--- config.mk ---
export PLATFORM = sky130hd
export DESIGN_NAME = alu_sequencer
export DESIGN_NICKNAME = d
export VERILOG_FILES = /design/src/rtl/alu_sequencer.sv
export SDC_FILE = /design/constraint.sdc
export NUM_CORES = 1
export LEC_CHECK = 0
export ABC_CLOCK_PERIOD_IN_PS = 2500
export CAP_MARGIN = 20
export CORE_MARGIN = 1.5
export CORE_UTILIZATION = 35
export CTS_BUF_LIST = sky130_fd_sc_hd__clkbuf_4 sky130_fd_sc_hd__clkbuf_8 sky130_fd_sc_hd__clkbuf_16
export CTS_CLUSTER_SIZE = 40
export DETAILED_ROUTE_END_ITERATION = 10
export PLACE_DENSITY = 0.54
export SETUP_SLACK_MARGIN = 0.3
export SLEW_MARGIN = 10
export SYNTH_ARGS = -nofsm -noshare
export SYNTH_HDL_FRONTEND = slang
export SYNTH_SLANG_ARGS = --single-unit
--- constraint.sdc ---
create_clock -name clk -period 2.5 [get_ports clk]
set_clock_uncertainty 0.05 [all_clocks]
set_input_delay 0.25 -clock clk [delete_from_list [all_inputs] [get_ports clk]]
set_output_delay 0.25 -clock clk [all_outputs]
set_load 0.03 [all_outputs]
--- src/rtl/alu_sequencer.sv ---
// alu_sequencer: single-issue front end for the 16-bit ALU.
// Reads operands from an 8x16 register file, issues, waits, writes back.
module alu_sequencer #(
  parameter int ALU_LAT = 1
) (
  input  logic        clk,
  input  logic        rst,
  input  logic [15:0] instr,
  input  logic        instr_valid,
  output logic        instr_ready,
  input  logic        ld_en,
  input  logic [2:0]  ld_addr,
  input  logic [15:0] ld_data,
  input  logic [2:0]  rd_addr,
  output logic [15:0] rd_data,
  output logic [15:0] A,
  output logic [15:0] B,
  output logic [4:0]  operator,
  output logic        incoming,
  input  logic [15:0] Y,
  input  logic        carry,
  input  logic        signov,
  output logic        done,
  output logic        illegal,
  output logic        flag_c,
  output logic        flag_v,
  output logic        flag_z
);

  typedef enum logic [1:0] {
    IDLE,
    ISSUE,
    WAIT,
    WB
  } state_t;

  localparam logic [4:0] OP_ADD = 5'd0;
  localparam logic [4:0] OP_SUB = 5'd1;
  localparam logic [4:0] OP_SHL = 5'd7;

  localparam logic [2:0] WAIT_INIT =
    3'(ALU_LAT > 1 ? ALU_LAT - 2 : 0);

  state_t      state;
  state_t      state_nx;
  logic [2:0]  cnt;
  logic [2:0]  rd_q;
  logic [15:0] rf [8];

  logic [4:0]  opc;
  logic [2:0]  f_rd;
  logic [2:0]  f_ra;
  logic [2:0]  f_rb;
  logic        legal;
  logic        accept;
  logic        unused_bits;

  assign opc  = instr[15:11];
  assign f_rd = instr[10:8];
  assign f_ra = instr[7:5];
  assign f_rb = instr[4:2];
  assign unused_bits = ^instr[1:0];

  assign legal  = (opc <= 5'd5) ||
                  (opc >= 5'd7 && opc <= 5'd10);
  assign accept = instr_valid && (state == IDLE);

  assign rd_data = (rd_addr == 3'd0) ? 16'h0 : rf[rd_addr];

  // state register
  always_ff @(posedge clk) begin
    if (rst) state <= IDLE;
    else     state <= state_nx;
  end

  // next state and state-decoded strobes
  always_comb begin
    state_nx    = state;
    instr_ready = 1'b0;
    incoming    = 1'b0;
    done        = 1'b0;
    unique case (state)
      IDLE: begin
        instr_ready = 1'b1;
        if (accept && legal) state_nx = ISSUE;
      end
      ISSUE: begin
        incoming = 1'b1;
        state_nx = (ALU_LAT > 1) ? WAIT : WB;
      end
      WAIT: begin
        if (cnt == 3'd0) state_nx = WB;
      end
      WB: begin
        done     = 1'b1;
        state_nx = IDLE;
      end
      default: state_nx = IDLE;
    endcase
  end

  // ALU latency countdown, loaded on issue
  always_ff @(posedge clk) begin
    if (rst)                           cnt <= 3'd0;
    else if (state == ISSUE)           cnt <= WAIT_INIT;
    else if (state == WAIT && cnt != 0) cnt <= cnt - 3'd1;
  end

  // operand capture, register file, flags; WB write is last so it wins
  always_ff @(posedge clk) begin
    if (rst) begin
      A        <= 16'h0;
      B        <= 16'h0;
      operator <= 5'd0;
      rd_q     <= 3'd0;
      illegal  <= 1'b0;
      flag_c   <= 1'b0;
      flag_v   <= 1'b0;
      flag_z   <= 1'b0;
      for (int i = 0; i < 8; i++) rf[i[2:0]] <= 16'h0;
    end else begin
      if (accept && legal) begin
        A        <= rf[f_ra];
        B        <= rf[f_rb];
        operator <= opc;
        rd_q     <= f_rd;
      end
      if (accept && !legal) illegal <= 1'b1;
      if (ld_en && ld_addr != 3'd0) rf[ld_addr] <= ld_data;
      if (state == WB) begin
        if (rd_q != 3'd0) rf[rd_q] <= Y;
        flag_z <= (Y == 16'h0);
        if (operator == OP_ADD || operator == OP_SUB ||
            operator == OP_SHL)
          flag_c <= carry;
        if (operator == OP_ADD || operator == OP_SUB)
          flag_v <= signov;
      end
    end
  end

endmodule

==> impl_metrics.ini <==
[global_route]
grt_util_all_layers_pct = 18.4
grt_first_pass_wirelength_um = 41800
grt_overflow_total = 0
grt_max_degree = 54
grt_pass1_vias = 6560
antenna_found_initial = 0

[yosys]
ys_async_sr_fraction_pct = 0
post_synth_fa_ha_maj_area_fraction_pct = 0.736
synth_top_family_by_area = multiplexers
netlist.top_cell.by_area = edfxtp_1
yosys_warnings = 0
synthSimpleGateAreaFrac_pct = 7.45
yosys-top-cells-area = edfxtp_1 (38%), mux4_2 (18%), dfxtp_1 (9.6%)
ys_ff_latch = 177
ys.flop_type = edfxtp_1
synthDominantCellAreaShare_pct = 37.7
synth_compound_area_share_pct = 15.3
yosysUniqueCellTypes = 54
synth_area_um2 = 10200
synth_xor_area_share_pct = 0.0859
yosysMostFrequentCell = edfxtp_1
postSynthCellCount = 721
synth-edff-count = 128
synth_mux_area_share_pct = 23.0
syn_avg_cell_area_um2 = 14.1
synth_top_cells_by_count = edfxtp_1 (128), a22o_1 (106), mux4_2 (80)
yosysSeqAreaShare_pct = 47.3

[floorplan]
start_util_pct = 35.5
io_pins = 120
core_um2 = 28700
die_y_um = 174
die_x_um = 174
rows = 62
dieArea_um2 = 30200

[setup_path]
r2r-end = rf[1][15]$_DFFE_PP_
ff2ff_path_depth = 6
rrSetupSlack_ns = 0.44
regToRegStartpoint = state[1]$_SDFFE_PP0P_
end_kind = output port
critPathMaxFanout = 3
critPathSlowestCell = edfxtp_1
path_cells = mux4_2 -> nand2_1 -> o21ai_0 -> buf_12
critPathRequiredTime_ns = 2.20
critical_path_class = flop to output port
cp-start-kind = flop
crit_arrival_ns = 1.88
critPathMaxStageDelay_ns = 0.49

[power_and_ir_drop]
p_per_area_nw_per_um2 = 633
power.total_w = 0.00797
power.leakage_nw = 4.52
peakVddDrop_v = 0.000475

[clock_tree]
clk_latency_ns = 0.44
numCtsBuffers = 17
clk_pin_slew_ns = 0.08
clock_sinks = 177
ctsHtreeMaxLevel = 4
cts_buffer_depth = 2
tritoncts = built
clockRootBuffer = clkbuf_16

[finish]
n_antenna_cell = 0
postLayoutCoreUtil_pct = 43.8
nets = 921
drive_gt1_share_pct = 27.3
syn2layout_area_growth_pct = 23.4

[sta]
relSlewSlack_pct = 55.5
hold_viol_final = 0
worstMarginPinSlew_ns = 0.665
rsz0062_at_grt = false
setup_violations = 0
final_max_slew_viol_count = 0
fmax_ghz = 0.458
fin_crit_ns = 2.18
setup-tns-final_ns = 0
fin_crit_sh_pct = 87.3

[hold_path]
whs_endpoint = flag_c$_SDFFE_PP0P_
hold_start = rst
hold_path_depth = 2
hold_path_class = input port to flop

[place]
io_buffers = 117
gp_congestion = 0.786
hpwl_um = 21100

[routing]
wirelength_um = 27400
vias_per_cell = 5.48
wl_per_cell_um = 21.8
drc_errors = 0
drtPass1Iterations = 7
ant_nets = 0
drt_iter0_markers = 603
num_vias = 6865

[job]
drv_cap = 0

[status]
status = complete, no violations
==> per-layer routing <==
metal | global-route usage (%) | routed length, um | up-vias
li1 | - | - | 3202
met1 | 28.2 | 13800 | 3446
met2 | 26.5 | 11700 | 206
met3 | 3.97 | 1510 | 11
met4 | 4.09 | 254 | 0
met5 | 0 | 0 | -
==> cells by family after synthesis <==
kind of cell	count (synthesis)
AND/OR/NAND/NOR	126
AO/OA/AOI/OAI	196
adder cells (fa/ha/maj)	6
multiplexers	132
flip-flops	177
buffers and inverters	82
other	1
XOR/XNOR	1
==> registers in the layout, indices dropped and copies added (netlist names) <==
| signal | cells |
|---|---|
| rd_q | 3 |
| flag_z | 1 |
| operator | 5 |
| flag_c | 1 |
| illegal | 1 |
| B | 16 |
| cnt | 3 |
| state | 2 |
| A | 16 |
| flag_v | 1 |
| rf | 128 |
==> critical path: cells and delay by family (launching register included) <==
kind	cells	cell delay [ns]
multiplexers	1	0.49
AO/OA/AOI/OAI	1	0.19
flip-flops	1	0.49
buffers and inverters	1	0.21
AND/OR/NAND/NOR	1	0.07
==> placed cells by master (no fill, tap or decap), types with 5 or more instances in the layout <==
cell type / count
a211oi_1: 33
a21oi_1: 12
a22o_1: 106
a22o_2: 6
a22oi_1: 15
buf_12: 22
buf_4: 51
clkbuf_16: 17
clkdlybuf4s50_1: 94
conb_1: 16
dfxtp_1: 49
edfxtp_1: 128
ha_1: 5
inv_1: 7
inv_8: 6
mux2_2: 16
mux2i_1: 36
mux4_2: 80
nand2_1: 34
nor2_1: 45
o21ai_0: 11
o21ai_1: 5
==> through the flow <==
step           setup slack [ns]  hold WS [ns]  std cells  area (um^2)
6_report                  0.318         0.152       1252        12600
5_1_grt                   0.277         0.164       1252        12600
2_1_floorplan             0.395         0.336        736        10300
3_3_place_gp              0.112         0.397       1209        11900
3_5_place_dp             0.0802         0.403       1209        11900
4_1_cts                   0.304         0.138       1242        12500
==> layout make-up <==
cell class | count | area, um^2
Inverter | 7 | 26.3
Multi-Input combinational cell | 477 | 4840
Timing Repair Buffer | 175 | 1830
Tap cell | 384 | 480
Clock inverter | 15 | 158
Sequential cell | 177 | 4820
Fill cell | 2617 | 16100
Clock buffer | 17 | 425
==> worst max path at each step <==
stage | from | to | slack [ns] | cells past startpoint
floorplan | rd_addr[1] | rd_data[10] | 0.39 | 5
global placement | rd_addr[1] | rd_data[4] | 0.11 | 6
detailed placement | ld_en | rf[1][2]$_DFFE_PP_ | 0.08 | 5
CTS | rf[6][2]$_DFFE_PP_ | rd_data[2] | 0.30 | 4
global route | rf[7][6]$_DFFE_PP_ | rd_data[6] | 0.28 | 4
finish | rf[6][3]$_DFFE_PP_ | rd_data[3] | 0.32 | 4
==> power breakdown <==
| group | total, W | internal (W) | switching (W) |
|---|---|---|---|
| combinational | 0.00171 | 0.000825 | 0.000887 |
| sequential | 0.00359 | 0.00338 | 0.000208 |
| clock | 0.00266 | 0.00134 | 0.00132 |
==> what timing repair did <==
item	in CTS	in global routing
endpoints found under the hold margin	0	0
setup endpoints to repair	31	92
hold buffers	0	0
buffers inserted	1	10
resized for setup	7	6
gates cloned	0	0
pin swaps	1	3
Note: power is estimated with default switching activity, not from simulation.
